## config.mk

```make
export PLATFORM = sky130hd
export DESIGN_NAME = afisaj_7seg
export DESIGN_NICKNAME = d
export VERILOG_FILES = /design/src/rtl/bcd_pkg.sv /design/src/rtl/decodor_7seg.sv /design/src/rtl/afisaj_7seg.sv
export SDC_FILE = /design/constraint.sdc
export NUM_CORES = 1
export LEC_CHECK = 0
export CAP_MARGIN = 20
export CORE_ASPECT_RATIO = 1.75
export CORE_MARGIN = 5
export CORE_UTILIZATION = 55
export DETAILED_ROUTE_END_ITERATION = 10
export PLACE_DENSITY = 0.82
export SKIP_LAST_GASP = 1
export SYNTH_ARGS = -nofsm -noshare
export SYNTH_HDL_FRONTEND = slang
export SYNTH_SLANG_ARGS = --single-unit
```

## constraint.sdc

```tcl
create_clock -name clk -period 3.6 [get_ports clk]
set_clock_uncertainty 0.05 [all_clocks]
set_input_delay 0.9 -clock clk [delete_from_list [all_inputs] [get_ports clk]]
set_output_delay 0.9 -clock clk [all_outputs]
set_load 0.02 [all_outputs]
```

## src/rtl/bcd_pkg.sv

```systemverilog
// Shared constants for BCD 7-segment display users: active-high gfedcba glyphs,
// the all-off active-low segment pattern and scan slot indices.
package bcd_pkg;

  localparam logic [6:0] GLYPH_0    = 7'b0111111;
  localparam logic [6:0] GLYPH_1    = 7'b0000110;
  localparam logic [6:0] GLYPH_2    = 7'b1011011;
  localparam logic [6:0] GLYPH_3    = 7'b1001111;
  localparam logic [6:0] GLYPH_4    = 7'b1100110;
  localparam logic [6:0] GLYPH_5    = 7'b1101101;
  localparam logic [6:0] GLYPH_6    = 7'b1111101;
  localparam logic [6:0] GLYPH_7    = 7'b0000111;
  localparam logic [6:0] GLYPH_8    = 7'b1111111;
  localparam logic [6:0] GLYPH_9    = 7'b1101111;
  localparam logic [6:0] GLYPH_DASH = 7'b1000000;

  localparam logic [6:0] SEG_OFF    = 7'b1111111;
  localparam logic [3:0] AN_OFF     = 4'b1111;

  localparam logic [1:0] SLOT_UNITATI = 2'd0;
  localparam logic [1:0] SLOT_ZECI    = 2'd1;
  localparam logic [1:0] SLOT_SUTE    = 2'd2;
  localparam logic [1:0] SLOT_MII     = 2'd3;

  // Active-low anode pattern lighting exactly one slot.
  function automatic logic [3:0] anode_sel(input logic [1:0] slot);
    logic [3:0] r_oh;
    r_oh = 4'b0001 << slot;
    return ~r_oh;
  endfunction

endpackage

```

## src/rtl/decodor_7seg.sv

```systemverilog
// Combinational 4-bit code to active-high gfedcba glyph; codes 10..15 map to a dash.
// Zero latency, no flow control.
module decodor_7seg
  import bcd_pkg::*;
(
  input  logic [3:0] i_cod,
  output logic [6:0] o_glyph
);

  always_comb begin
    o_glyph = GLYPH_DASH;
    case (i_cod)
      4'd0:    o_glyph = GLYPH_0;
      4'd1:    o_glyph = GLYPH_1;
      4'd2:    o_glyph = GLYPH_2;
      4'd3:    o_glyph = GLYPH_3;
      4'd4:    o_glyph = GLYPH_4;
      4'd5:    o_glyph = GLYPH_5;
      4'd6:    o_glyph = GLYPH_6;
      4'd7:    o_glyph = GLYPH_7;
      4'd8:    o_glyph = GLYPH_8;
      4'd9:    o_glyph = GLYPH_9;
      default: o_glyph = GLYPH_DASH;
    endcase
  end

endmodule

```

## src/rtl/afisaj_7seg.sv

```systemverilog
// Time-multiplexed 4-digit common-anode 7-segment driver; new values are swapped
// in only at a frame boundary so a frame never mixes old and new digits.
module afisaj_7seg
  import bcd_pkg::*;
#(
  parameter int CLK_DIV = 50000
) (
  input  logic       clk,
  input  logic       rst,
  input  logic       valid,
  input  logic [3:0] mii,
  input  logic [3:0] sute,
  input  logic [3:0] zeci,
  input  logic [3:0] unitati,
  input  logic       blank_en,
  output logic [6:0] seg,
  output logic [3:0] an,
  output logic       aplicat
);

  localparam int               PRE_W   = (CLK_DIV > 1) ? $clog2(CLK_DIV) : 1;
  localparam logic [PRE_W-1:0] PRE_MAX = PRE_W'(CLK_DIV - 1);

  logic [PRE_W-1:0] r_pre;
  logic [1:0]       r_idx;
  logic [15:0]      r_pend;
  logic             r_pend_v;
  logic [15:0]      r_disp;
  logic [6:0]       r_seg;
  logic [3:0]       r_an;
  logic             r_aplicat;

  logic [PRE_W-1:0] w_pre_nxt;
  logic [1:0]       w_idx_nxt;
  logic [15:0]      w_pend_nxt;
  logic             w_pend_v_nxt;
  logic [15:0]      w_disp_nxt;
  logic             w_tick;
  logic             w_frame;
  logic             w_load;
  logic [15:0]      w_in;
  logic [3:0]       w_digit;
  logic             w_blank;
  logic [6:0]       w_glyph;
  logic [6:0]       w_seg;
  logic [3:0]       w_an;

  assign w_in    = {mii, sute, zeci, unitati};
  assign w_tick  = (r_pre == PRE_MAX);
  assign w_frame = w_tick && (r_idx == SLOT_MII);

  always_comb begin
    w_pre_nxt = w_tick ? '0 : r_pre + PRE_W'(1);
    w_idx_nxt = w_tick ? r_idx + 2'd1 : r_idx;
  end

  // A strobe landing on the boundary itself bypasses the pending register.
  always_comb begin
    w_disp_nxt   = r_disp;
    w_pend_nxt   = r_pend;
    w_pend_v_nxt = r_pend_v;
    w_load       = 1'b0;
    if (w_frame) begin
      if (valid) begin
        w_disp_nxt = w_in;
        w_load     = 1'b1;
      end else if (r_pend_v) begin
        w_disp_nxt = r_pend;
        w_load     = 1'b1;
      end
      w_pend_v_nxt = 1'b0;
    end else if (valid) begin
      w_pend_nxt   = w_in;
      w_pend_v_nxt = 1'b1;
    end
  end

  // Outputs are computed from next-state so slot 0 of a new value lands
  // in the same cycle as the aplicat pulse.
  always_comb begin
    w_digit = w_disp_nxt[3:0];
    w_blank = 1'b0;
    case (w_idx_nxt)
      SLOT_UNITATI: w_digit = w_disp_nxt[3:0];
      SLOT_ZECI: begin
        w_digit = w_disp_nxt[7:4];
        w_blank = blank_en && (w_disp_nxt[15:4] == 12'd0);
      end
      SLOT_SUTE: begin
        w_digit = w_disp_nxt[11:8];
        w_blank = blank_en && (w_disp_nxt[15:8] == 8'd0);
      end
      default: begin
        w_digit = w_disp_nxt[15:12];
        w_blank = blank_en && (w_disp_nxt[15:12] == 4'd0);
      end
    endcase
  end

  decodor_7seg u_dec (
    .i_cod   (w_digit),
    .o_glyph (w_glyph)
  );

  always_comb begin
    w_seg = w_blank ? SEG_OFF : ~w_glyph;
    w_an  = w_blank ? AN_OFF  : anode_sel(w_idx_nxt);
  end

  always_ff @(posedge clk) begin
    if (rst) begin
      r_pre     <= '0;
      r_idx     <= SLOT_UNITATI;
      r_pend    <= 16'd0;
      r_pend_v  <= 1'b0;
      r_disp    <= 16'd0;
      r_seg     <= SEG_OFF;
      r_an      <= AN_OFF;
      r_aplicat <= 1'b0;
    end else begin
      r_pre     <= w_pre_nxt;
      r_idx     <= w_idx_nxt;
      r_pend    <= w_pend_nxt;
      r_pend_v  <= w_pend_v_nxt;
      r_disp    <= w_disp_nxt;
      r_seg     <= w_seg;
      r_an      <= w_an;
      r_aplicat <= w_load;
    end
  end

  assign seg     = r_seg;
  assign an      = r_an;
  assign aplicat = r_aplicat;

endmodule

```

# After elaboration in Yosys (flattened, before gate mapping)
# Memory sizes are Yosys's and may differ from the RTL's.
# Cells that the tools add are included.
classes:
  muxes: 8
  n_shift: 1
  add_sub_neg: 2
  bitwise_logic: 3
  multipliers: 0
  n_eq_ne: 4
  n_reduce_logical: 13
  n_lt_le_gt_ge: 0
  div: 0
ops:
  columns: ["cell", "n"]
  rows:
  - ["$mux 16", 3]
  - ["$add 16x1->16 const B", 1]
  - ["$eq 16x16->1 const B", 1]
  - ["$logic_not 12->1", 1]
  - ["$pmux 4 s3", 1]
  - ["$logic_not 8->1", 1]
  - ["$reduce_or 2->1", 4]
  - ["$not 7->7", 1]
  - ["$eq 2x2->1 const B", 2]
  - ["$logic_and 1x1->1", 4]
  - ["$logic_not 4->1", 1]
  - ["$not 4->4", 1]
  - ["$shl 1x2->4 const A", 1]
  - ["$pmux 1 s3", 1]
  - ["$add 2x1->2 const B", 1]
  - ["$eq 2x1->1 const B", 1]
  - ["$logic_not 2->1", 1]
  - ["$mux 1", 2]
  - ["$mux 2", 1]
  - ["$reduce_and 2->1", 1]
  - ["$not 1->1", 1]
word_totals:
  out_inout_bits: 12
  latchBits: 0
  elab_cells: 40
  memories: 1
  reg_bits: 63
  in_bits: 20
  mem_bits_ro: 112
  ramBits: 0
mem_list:
  columns: ["name", "depth", "word_bits", "read_ports", "rd_clocked_by_memory_dff", "wr", "line_no", "source"]
  rows:
  - ["(name not given)", 16, 7, 1, 0, 0, "decodor_7seg.sv:12", "case (i_cod)"]

# Depth between registers and ports, before layout
# Gate-level depths: netlist of run 1.
depth:
  word_depth: 7
  mapped_depth: 15
  mapped_depth_nobuf: 15

# Cells and area by module
# Synthesis of run 1 repeated with hierarchy kept, for this count alone.
hier_totals:
  cells_unflattened: 392
  area_unflattened_um2: 3263.1
by_module_without_submodules:
  columns: ["mod", "instances", "seq_area_each_um2", "area_each_um2", "cells_each"]
  rows:
  - ["afisaj_7seg", 1, 1261.2, 3037.9, 363]
  - ["decodor_7seg", 1, 0.0, 225.2, 29]

# Worst setup path before layout of run 1
# OpenSTA, ideal clock, no wires.
synth_path:
  path_type: "register -> register"
  start: "register r_pre[11]"
  end: "register r_seg[0], in the netlist seg[0]"
  arrival_time_ns: 2.796
  synth_period_minus_slack_ns: 2.978
  setup_ns: 0.132
  path_buffers: 1
  path_stages_with_launch: 13
  setup_slack_ns: 0.622
  required_time_ns: 3.418
  cell_sequence: "dfxtp_1 nor4b_4 nand4_1 xor2_1 inv_1 ha_1 clkbuf_1 o41ai_2 inv_1 ha_1 inv_1 o21a_1 o21ai_1"
synth_between:
  word_cells_on_any_way: 18
  classes_between: "eq/ne: 3; mux: 4; bitwise: 1; reduce/logical: 9; memory: 1"
synth_lines:
  columns: ["item", "line_no", "source"]
  rows:
  - ["start, declared", "afisaj_7seg.sv:24", "logic [PRE_W-1:0] r_pre;"]
  - ["start signal, assigned", "afisaj_7seg.sv:121", "r_pre <= w_pre_nxt;"]
  - ["$eq 16x16->1 *", "afisaj_7seg.sv:49", "assign w_tick = (r_pre == PRE_MAX);"]
  - ["$mux 2 *", "afisaj_7seg.sv:54", "w_idx_nxt = w_tick ? r_idx + 2'd1 : r_idx;"]
  - ["via w_idx_nxt[0]", "afisaj_7seg.sv:34", "logic [1:0] w_idx_nxt;"]
  - ["$eq 2x2->1 (tied with other cells)", "afisaj_7seg.sv:83", "case (w_idx_nxt)"]
  - ["$pmux 4 s3", "afisaj_7seg.sv:83", null]
  - ["$mem_v2 16x7", null, null]
  - ["$not 7->7", "afisaj_7seg.sv:106", "w_seg = w_blank ? SEG_OFF : ~w_glyph;"]
  - ["end signal, assigned", "afisaj_7seg.sv:126", "r_seg <= w_seg;"]
  - ["end, declared", "afisaj_7seg.sv:29", "logic [6:0] r_seg;"]
# The timed path passes the listed nets; every way through them passes the cells marked *.
# A chain may end at the register's enable or synchronous reset.

# Final worst setup path of run 1
# Same ends and word-level chain as after synthesis.

==> results of run 1 <==
[synth_stat cells, types with 6 or more instances]
cell type | count | share of area [%]
sky130_fd_sc_hd__xor2_1 | 8 | 2.3
sky130_fd_sc_hd__xnor2_1 | 6 | 1.7
sky130_fd_sc_hd__a31oi_1 | 18 | 3.7
sky130_fd_sc_hd__nor2_1 | 31 | 3.8
sky130_fd_sc_hd__ha_1 | 12 | 4.9
sky130_fd_sc_hd__clkbuf_1 | 12 | 1.5
sky130_fd_sc_hd__nor3_1 | 6 | 0.99
sky130_fd_sc_hd__inv_1 | 13 | 1.6
sky130_fd_sc_hd__and3_1 | 6 | 1.2
sky130_fd_sc_hd__nand3_1 | 20 | 3.3
sky130_fd_sc_hd__a21oi_1 | 24 | 4.0
sky130_fd_sc_hd__nand2_1 | 58 | 7.2
sky130_fd_sc_hd__a32oi_1 | 12 | 3.5
sky130_fd_sc_hd__dfxtp_1 | 63 | 42
[metrics by stage]
step	hold WS (ns)	cell area [um^2]	util, %
finish	0.3967	3640	68.69
global route	0.4226	3640	68.69
CTS	0.4018	3621	68.34
detailed placement	0.3874	3431	64.75
global placement	0.3827	3431	64.75
floorplan	0.3675	3035	-
[state kept, by name, indices dropped and copies added, names as in the netlist]
register	cells
r_pend_v	1
seg	7
r_pend	16
an	4
r_pre	16
aplicat	1
r_disp	16
r_idx	2
[worst paths after layout]
| check | from | end | slack [ns] | cells after the start |
|---|---|---|---|---|
| worst max-delay path | r_pre[11] | seg[0] | 0.36 | 11 |
| worst min-delay path | r_pre[0] | r_pre[0] | 0.40 | 1 |
| worst max register to register | r_pre[11] | seg[0] | 0.36 | 11 |
| worst min register to register | r_pre[0] | r_pre[0] | 0.40 | 1 |
[cells by family (layout without fill, tap and decap cells)]
family | count (synthesis) | after routing
simple gates | 140 | 140
compound gates | 93 | 93
flops | 63 | 63
buf+inv | 32 | 71
xor+xnor | 14 | 14
fa+ha+maj | 12 | 12
mux | 4 | 4
[layout by cell type (no fill, tap or decap), drive strengths merged, types with 8 or more instances in the layout]
cell | netlist | routed
dfxtp | 63 | 63
nand2 | 58 | 58
nor2 | 31 | 31
clkdlybuf4s50 | 0 | 31
a21oi | 24 | 24
nand3 | 20 | 20
a31oi | 18 | 18
inv | 13 | 13
a32oi | 12 | 12
ha | 12 | 12
clkbuf | 12 | 12
buf | 7 | 11
o21ai | 10 | 10
xor2 | 8 | 8
[final cells by class]
class / count / area share (%)
Tap cell: 74 / 2.544
Clock buffer: 12 / 3.988
Clock inverter: 4 / 1.238
Sequential cell: 63 / 34.65
Inverter: 13 / 1.341
Multi-Input combinational cell: 263 / 45.45
Timing Repair Buffer: 42 / 10.79
[routing by layer]
metal / global-route usage (%) / share of wire, %
met3: 4.262 / 6.5
met2: 39.45 / 53
met4: 14.24 / 4.5
met5: 0 / 0
met1: 23.06 / 36
[report_power, final]
part / internal, mW / total, mW / switching, mW
combinational: 0.0447 / 0.0990 / 0.0543
sequential: 0.715 / 0.726 / 0.0112
clock: 0.336 / 0.593 / 0.257
==> out/summary.txt, run 1 <==
Slew headroom: 56.18%
Complex-gate fraction of the synthesized area: 21.64%
Pwr Density: 389.6 nW/um^2
Combined area of the multi-input logic cells: 1654 um^2
Die Height: 108.3 um
Share of the yosys chip area belonging to registers: 41.55%
Post-CTS Resized: 0
Fraction of layout cells with a size suffix above 1: 7.809%
TritonCTS Buffers: 9
Crit path max-delay cell type: sky130_fd_sc_hd__o41ai_1
Number of hold buffers added after cts: 0
Count of endpoints failing setup in the final report: 0
Std cell rows: 35
Ratio of final minimum period to clock period: 90.05%
Sum of net half-perimeters after detailed placement: 5410 um
Post-detailed-route wirelength per cell: 15.76 um
Die footprint: 7163 um^2
Die boundary width: 66.16 um
Avg Cell Area, Syn: 8.479 um^2
Number of buffer and inverter stages on the critical path: 2
Number of nets in the layout: 424
Max Fanout on Critical Path: 6
Remaining global-route overflow: 0
Placer Congestion: 1.008
Core Region: 5299 um^2
Combinational family with the most area after synthesis: simple AND/OR/NAND/NOR gates
DRC violations left: 0
Placed cell count: 455
Post-synthesis register bit count: 63
Type of the worst setup path: reg2reg
Prevailing post-synth register cell: sky130_fd_sc_hd__dfxtp_1
CTS H-tree lvls: 3
Wire length of the first global-routing pass: 12,270 um
Post-Place Setup Slack: 0.1517 ns
Maximum clock insertion buffer count: 2
Filler cells: 453
Relative area change from synthesis to final layout: 19.91%
Number of max-cap violations: 0
Fraction of the mapped netlist area in adder cells: 4.946%
Gr usage total: 22.20%
Static leakage: 1.340 nW
Area of the mapped netlist: 3035 um^2
Delay of the slowest cell on the worst path: 0.53 ns
First DRT Iteration DRCs: 132
Final Hold Vio Count: 0
Crit path arrival time: 3.40 ns
Setup repair after global routing missed its margin: no
Critical-path cell list: nor4b_4, nand4_1, xor2_2, inv_1, ha_1, inv_1, a31oi_1, o41ai_1, o31a_1, o21a_1, o21ai_1
Type of element capturing the critical path: flip-flop
Clock Pin Slew Worst Setup and Hold Paths: 0.06 ns
Post-layout worst setup margin: 0.3581 ns
Antenna viol nets, final: 0
Number of cells produced by synthesis: 358
CP most frequent cell: sky130_fd_sc_hd__inv_1
Vias per cell: 5.849
Post-synthesis xor/xnor area fraction: 4.040%
Total via count in the routed design: 2,755
Buffers added on ports: 31
Antenna violations before repair: 0
Routed wire length: 7422 um
Unique masters post-synth: 46
Transition time at the pin with the least slew margin: 0.6557 ns
Storage element area: 1261 um^2
Kind of cell adding the most delay to the critical path: compound AO/OA/AOI/OAI gates
WP data required: 3.75 ns
Post-synth EDFFs: 0
Yosys warning total: 0
Final critical delay including setup and external delays: 3.242 ns
Count of inserted antenna diode cells: 0
First-pass iteration count of the detailed router: 5
Fraction of the mapped netlist area in simple logic gates: 21.93%
Post-CTS setup buffers: 0
Number of nets produced by synthesis: 390
Clk Tree Root Cell: sky130_fd_sc_hd__clkbuf_8
Total number of clock tree sinks: 63
TritonCTS clock tree: yes
Maximum number of pins on one net before global-route repair: 39
Fraction of registers with async set or reset after synthesis: 0%
Effective utilization at floorplan: 57.28%
Via count of the first global-routing pass: 2,687
Post-synthesis mux area share: 1.319%
Maximum clock rate: 0.3085 GHz
Worst Setup Start Kind: flip-flop
Final sum of negative setup slack: 0 ns
Post-route total power: 1.418 mW
Post-route insts no fill: 471
Insertion delay of the later-clocked pin in the worst-skew pair: 0.34 ns
Worst min-delay path class: reg2reg
Max IR drop VDD: 0.2370 mV
Run status: finished clean
Final Max Slew Viols: 0
Boundary Pins: 32
(Power assumes the default switching activity.)
==> inputs of run 2 (changes only) <==
CORE_MARGIN = 1   (was 5)
REMOVE_ABC_BUFFERS = 1   (was not set)
==> run 2 against run 1 <==
Effect of this change:
- combinational power about the same
- setup slack worse by 0.063 ns
- global-route usage up 7.4 points
- first-iteration DRC count up 17%
- largest cell class unchanged
- routed wire length up 5.9%
- critical path type unchanged
- maximum frequency down 1.9%
- count of clock-buffer cells in the layout unchanged
- register-to-register slack worse by 0.06 ns
- die area down 19%
- cell count up 1.3%
- design area up 1.1%
- sequential share of layout area down 0.39 points
==> out/summary.txt, run 2 (synthesized netlist as in run 1, its figures left out) <==
Die Height: 100.3 um
Die footprint: 5831 um^2
Worst hold path stage count: 1
WP data required: 3.77 ns
Critical-path cell list: nor4b_4, nand4_1, buf_4, xor2_1, inv_1, ha_1, a22oi_1, o22ai_1, nor3_1, a21o_1, ha_1, mux2i_1, o22ai_1, nand2_1
Maximum number of pins on one net before global-route repair: 30
Std cell rows: 35
Clock Pin Slew Worst Setup and Hold Paths: 0.07 ns
Type of element capturing the critical path: flip-flop
Cell count of the worst reg-to-reg path: 14
Worst min-delay path class: reg2reg
Remaining global-route overflow: 0
Post-layout worst setup margin: 0.2946 ns
Final sum of negative setup slack: 0 ns
Final critical delay including setup and external delays: 3.305 ns
Worst Setup Start Kind: flip-flop
Post-Place Setup Slack: 0.2442 ns
Flop pwr share: 49.0%
Area post-placement: 3468 um^2
Number of max-cap violations: 0
Highest-count cells in the layout ignoring fill and taps: sky130_fd_sc_hd__dfxtp_1 (63), sky130_fd_sc_hd__nand2_1 (58), sky130_fd_sc_hd__nor2_1 (31), sky130_fd_sc_hd__clkdlybuf4s50_1 (31), sky130_fd_sc_hd__a21oi_1 (24)
Transition time at the pin with the least slew margin: 0.6627 ns
Vias per cell: 6.059
Count of endpoints failing setup in the final report: 0
Run status: finished clean
Via count of the first global-routing pass: 2,830
Static leakage: 1.367 nW
First DRT Iteration DRCs: 154
Final Max Slew Viols: 0
Die boundary width: 58.16 um
Effective utilization at floorplan: 57.28%
Crit path arrival time: 3.48 ns
Post-Route Hold Slack: 0.4052 ns
NetSw: 333.2 uW
Total via count in the routed design: 2,890
Sum of net half-perimeters after detailed placement: 5751 um
Combined area of the multi-input logic cells: 1635 um^2
Fraction of layout cells with a size suffix above 1: 8.685%
Placed cell count: 460
Post-detailed-route wirelength per cell: 16.47 um
TritonCTS clock tree: yes
Antenna violations before repair: 0
Ratio of final minimum period to clock period: 91.82%
Placer Congestion: 0.9555
Gr usage total: 29.57%
Number of nets in the layout: 430
Antenna viol nets, final: 0
Total number of clock tree sinks: 63
Crit path max-delay cell type: sky130_fd_sc_hd__nor4b_4
Sw frac: 22.47%
Boundary Pins: 32
Most common cell after layout, fill and taps aside: sky130_fd_sc_hd__dfxtp_1
Type of the worst setup path: reg2reg
First-pass iteration count of the detailed router: 4
Final cell area excluding filler cells: 3681 um^2
Slew headroom: 55.82%
Maximum clock insertion buffer count: 2
Storage element area: 1261 um^2
Setup repair after global routing missed its margin: no
Clk Tree Root Cell: sky130_fd_sc_hd__clkbuf_8
Insertion delay of the later-clocked pin in the worst-skew pair: 0.35 ns
Max Fanout on Critical Path: 6
TritonCTS Buffers: 9
Biggest regs: r_disp (16), r_pend (16), r_pre (16)
DRC violations left: 0
Post-route insts no fill: 477
Share of total power in the clock network: 44.3%
Filler cells: 440
Buffers added on ports: 31
Final Hold Vio Count: 0
Power Internal: 1.149 mW
Max IR drop VDD: 0.3206 mV
Post-CTS Resized: 0
Routed wire length: 7858 um
Pwr Density: 402.8 nW/um^2
Relative area change from synthesis to final layout: 21.27%
Core Region: 5299 um^2
Delay of the slowest cell on the worst path: 0.45 ns
CTS H-tree lvls: 3
Maximum clock rate: 0.3025 GHz
Combinational fraction of design power: 6.8%
Wire length of the first global-routing pass: 13,010 um
Count of inserted antenna diode cells: 0
==> run 2: cell type report <==
class                           count  area share [%]
Inverter                           13           1.326
Clock buffer                       12           3.671
Sequential cell                    63           34.26
Multi-Input combinational cell    263           44.43
Timing Repair Buffer               48           11.90
Clock inverter                      4           1.903
Tap cell                           74           2.515
==> run 2: repair_timing <==
item                                    in CTS  in global routing
endpoints found under the setup margin       0                  5
hold buffers                                 0                  0
buffers inserted                             0                  1
==> run 2: layer usage <==
layer  GRT usage, %  wire, um  up-vias
li1               -         -     1378
met1          28.79      2812     1398
met2          54.73      4414       89
met3          6.443       309       25
met4          17.77       321        0
met5              0         0        -
==> run 2: path summary, 6_finish.rpt <==
path	endpoint	from	slack (ns)
setup / recovery	seg[4]	r_pre[11]	0.29
hold / removal	r_pre[0]	r_pre[0]	0.41
setup reg to reg	seg[4]	r_pre[11]	0.29
hold reg to reg	r_pre[0]	r_pre[0]	0.41
==> run 2: worst max-delay path, delay by kind of cell, from the launching register on <==
kind | cells | cell delay [ns]
multiplexers | 1 | 0.11
adder cells (fa/ha/maj) | 2 | 0.50
AND/OR/NAND/NOR | 4 | 0.98
flip-flops | 1 | 0.37
XOR/XNOR | 1 | 0.17
buffers and inverters | 2 | 0.30
AO/OA/AOI/OAI | 4 | 0.72
==> run 2: power groups by stage <==
stage / Combinational [mW] / Clock (mW) / Sequential (mW)
2_1_floorplan: 0.0346 / 0 / 0.744
3_3_place_gp: 0.0987 / 0 / 0.741
3_5_place_dp: 0.101 / 0 / 0.741
4_1_cts: 0.101 / 0.659 / 0.726
5_1_grt: 0.109 / 0.700 / 0.727
6_report: 0.100 / 0.656 / 0.726
==> run 2: metrics by stage <==
stage / util [%] / power (mW)
2_1_floorplan: - / 0.7783
3_3_place_gp: 65.45 / 0.8401
3_5_place_dp: 65.45 / 0.8419
4_1_cts: 69.33 / 1.486
5_1_grt: 69.47 / 1.537
6_report: 69.47 / 1.483
==> inputs of run 3 (changes only) <==
CORE_ASPECT_RATIO = 1.4   (was 1.75)
==> run 3 against run 2 <==
Effect of this change:
- critical path depth down 2
- design area down 1.5%
- cell count down 3.1%
- critical path type unchanged
- worst hold slack better by 0.0014 ns
- largest cell class unchanged
- register-to-register slack worse by 0.05 ns
==> out/summary.txt, run 3 (synthesized netlist as in run 1, its figures left out) <==
Run status: finished clean
Gr usage total: 26.70%
Routed wire length: 7159 um
Post-Route Hold Slack: 0.4066 ns
Final Hold Vio Count: 0
Boundary Pins: 32
Final critical delay including setup and external delays: 3.352 ns
Worst min-delay path endpoint: r_pre[0]
Die boundary width: 64.79 um
First DRT Iteration DRCs: 105
Type of the worst setup path: reg2reg
First-pass iteration count of the detailed router: 4
CTS H-tree lvls: 3
Antenna viol nets, final: 0
NetSw: 355.6 uW
Std cell rows: 31
Combinational fraction of design power: 6.9%
Die footprint: 5824 um^2
Biggest regs: r_disp (16), r_pend (16), r_pre (16)
Worst min-delay path class: reg2reg
Transition time at the pin with the least slew margin: 0.7245 ns
Type of element capturing the critical path: flip-flop
Remaining global-route overflow: 0
Fraction of layout cells with a size suffix above 1: 8.081%
Filler cells: 447
Maximum clock insertion buffer count: 2
Die Height: 89.90 um
Worst hold path stage count: 1
Post-route total power: 1.435 mW
Maximum clock rate: 0.2984 GHz
Highest-count cells in the layout ignoring fill and taps: sky130_fd_sc_hd__dfxtp_1 (63), sky130_fd_sc_hd__nand2_1 (58), sky130_fd_sc_hd__nor2_1 (31), sky130_fd_sc_hd__clkdlybuf4s50_1 (31), sky130_fd_sc_hd__a21oi_1 (24)
Reg2reg end: seg[5]
Count of endpoints failing setup in the final report: 0
TritonCTS Buffers: 9
Final cell area excluding filler cells: 3625 um^2
Setup repair after global routing missed its margin: no
Clk Tree Root Cell: sky130_fd_sc_hd__clkbuf_8
Placer Congestion: 0.8913
Antenna violations before repair: 0
DRC violations left: 0
Wire length of the first global-routing pass: 11,930 um
Slew headroom: 51.70%
Count of inserted antenna diode cells: 0
Relative area change from synthesis to final layout: 19.41%
Worst Setup Start Kind: flip-flop
Post-detailed-route wirelength per cell: 15.50 um
Ratio of final minimum period to clock period: 93.10%
Min-Delay Startpoint: r_pre[0]
Number of hold buffers added after cts: 0
Sw frac: 24.78%
Power Internal: 1.080 mW
Worst reg2reg path startpoint: r_pre[11]
Max Fanout on Critical Path: 6
Number of max-cap violations: 0
Cell count of the worst reg-to-reg path: 12
Via count of the first global-routing pass: 2,663
Total via count in the routed design: 2,711
Crit path arrival time: 3.51 ns
Total number of clock tree sinks: 63
Buffers added on ports: 31
Number of nets in the layout: 423
Flop pwr share: 50.5%
Area post-placement: 3406 um^2
Max IR drop VDD: 0.4304 mV
WP data required: 3.76 ns
Clock Pin Slew Worst Setup and Hold Paths: 0.07 ns
Final sum of negative setup slack: 0 ns
Static leakage: 1.323 nW
Vias per cell: 5.868
Most common cell after layout, fill and taps aside: sky130_fd_sc_hd__dfxtp_1
Worst R2R Setup Slack: 0.25 ns
TritonCTS clock tree: yes
Sum of net half-perimeters after detailed placement: 5140 um
Core Region: 5236 um^2
Share of total power in the clock network: 42.6%
Final Max Slew Viols: 0
Maximum number of pins on one net before global-route repair: 28
Pwr Density: 396.0 nW/um^2
Insertion delay of the later-clocked pin in the worst-skew pair: 0.34 ns
Effective utilization at floorplan: 57.97%
==> run 3: cell types whose count changed in the layout (fill, tap and decap cells not counted), sizes merged <==
cell | previous run | this run
clkinv | 2 | 3
bufinv | 2 | 1
clkbuf | 12 | 9
buf | 17 | 10
inv | 13 | 14
clkinvlp | 0 | 2
==> run 3: routing by layer <==
layer / track usage (%) / routed length (um)
met5: 0 / 0
met4: 14.07 / 155
met1: 29.43 / 2908
met3: 6.218 / 294
met2: 46.09 / 3802
==> run 3: power groups by stage <==
stage,registers (mW),logic (mW),clock network [mW]
finish,0.725,0.0987,0.611
global route,0.727,0.109,0.653
CTS,0.725,0.0996,0.624
detailed placement,0.741,0.0991,0
global placement,0.741,0.0970,0
floorplan,0.744,0.0346,0
==> run 3: how the worst max path moves through the flow <==
stage / startpoint / end / slack, ns / cells past startpoint
final: r_pre[11] / seg[5] / 0.25 / 12
after global routing: r_pre[11] / seg[5] / 0.001 / 13
after detailed placement: valid / seg[0] / 0.12 / 11
after floorplan: r_pre[0] / seg[0] / 0.54 / 11
after CTS: r_pre[11] / seg[0] / 0.12 / 13
after global placement: valid / seg[3] / 0.21 / 11
==> run 3: repair_timing <==
action | CTS | global route
setup buffers | 0 | 1
gates resized for setup | 0 | 2
endpoints found under the setup margin | 0 | 7
==> run 3: metrics by stage <==
step	utilization, %	worst slack, ns	std cells
2_1_floorplan	-	0.5365	339
3_3_place_gp	65.04	0.2120	445
3_5_place_dp	65.04	0.1156	445
4_1_cts	68.79	0.1172	461
5_1_grt	69.22	0.0009837	462
6_report	69.22	0.2483	462
==> run 3: layout make-up <==
| cell class | instances | area (um^2) | area share (%) |
|---|---|---|---|
| Clock buffer | 9 | 123.9 | 3.417 |
| Timing Repair Buffer | 41 | 385.4 | 10.63 |
| Inverter | 13 | 48.80 | 1.346 |
| Clock inverter | 7 | 72.57 | 2.002 |
| Sequential cell | 63 | 1261 | 34.79 |
| Multi-Input combinational cell | 263 | 1650 | 45.53 |
| Tap cell | 66 | 82.58 | 2.278 |
==> run 3: worst max-delay path, stage by stage, from the launching register on <==
cell,delay (ns)
sky130_fd_sc_hd__dfxtp_1,0.36
sky130_fd_sc_hd__nor4b_4,0.42
sky130_fd_sc_hd__nand4_1,0.26
sky130_fd_sc_hd__xor2_1,0.39
sky130_fd_sc_hd__inv_1,0.14
sky130_fd_sc_hd__ha_1,0.27
sky130_fd_sc_hd__inv_1,0.13
sky130_fd_sc_hd__a21oi_1,0.08
sky130_fd_sc_hd__o41ai_4,0.51
sky130_fd_sc_hd__inv_1,0.13
sky130_fd_sc_hd__ha_1,0.23
sky130_fd_sc_hd__nor2_1,0.14
sky130_fd_sc_hd__o21ai_1,0.09
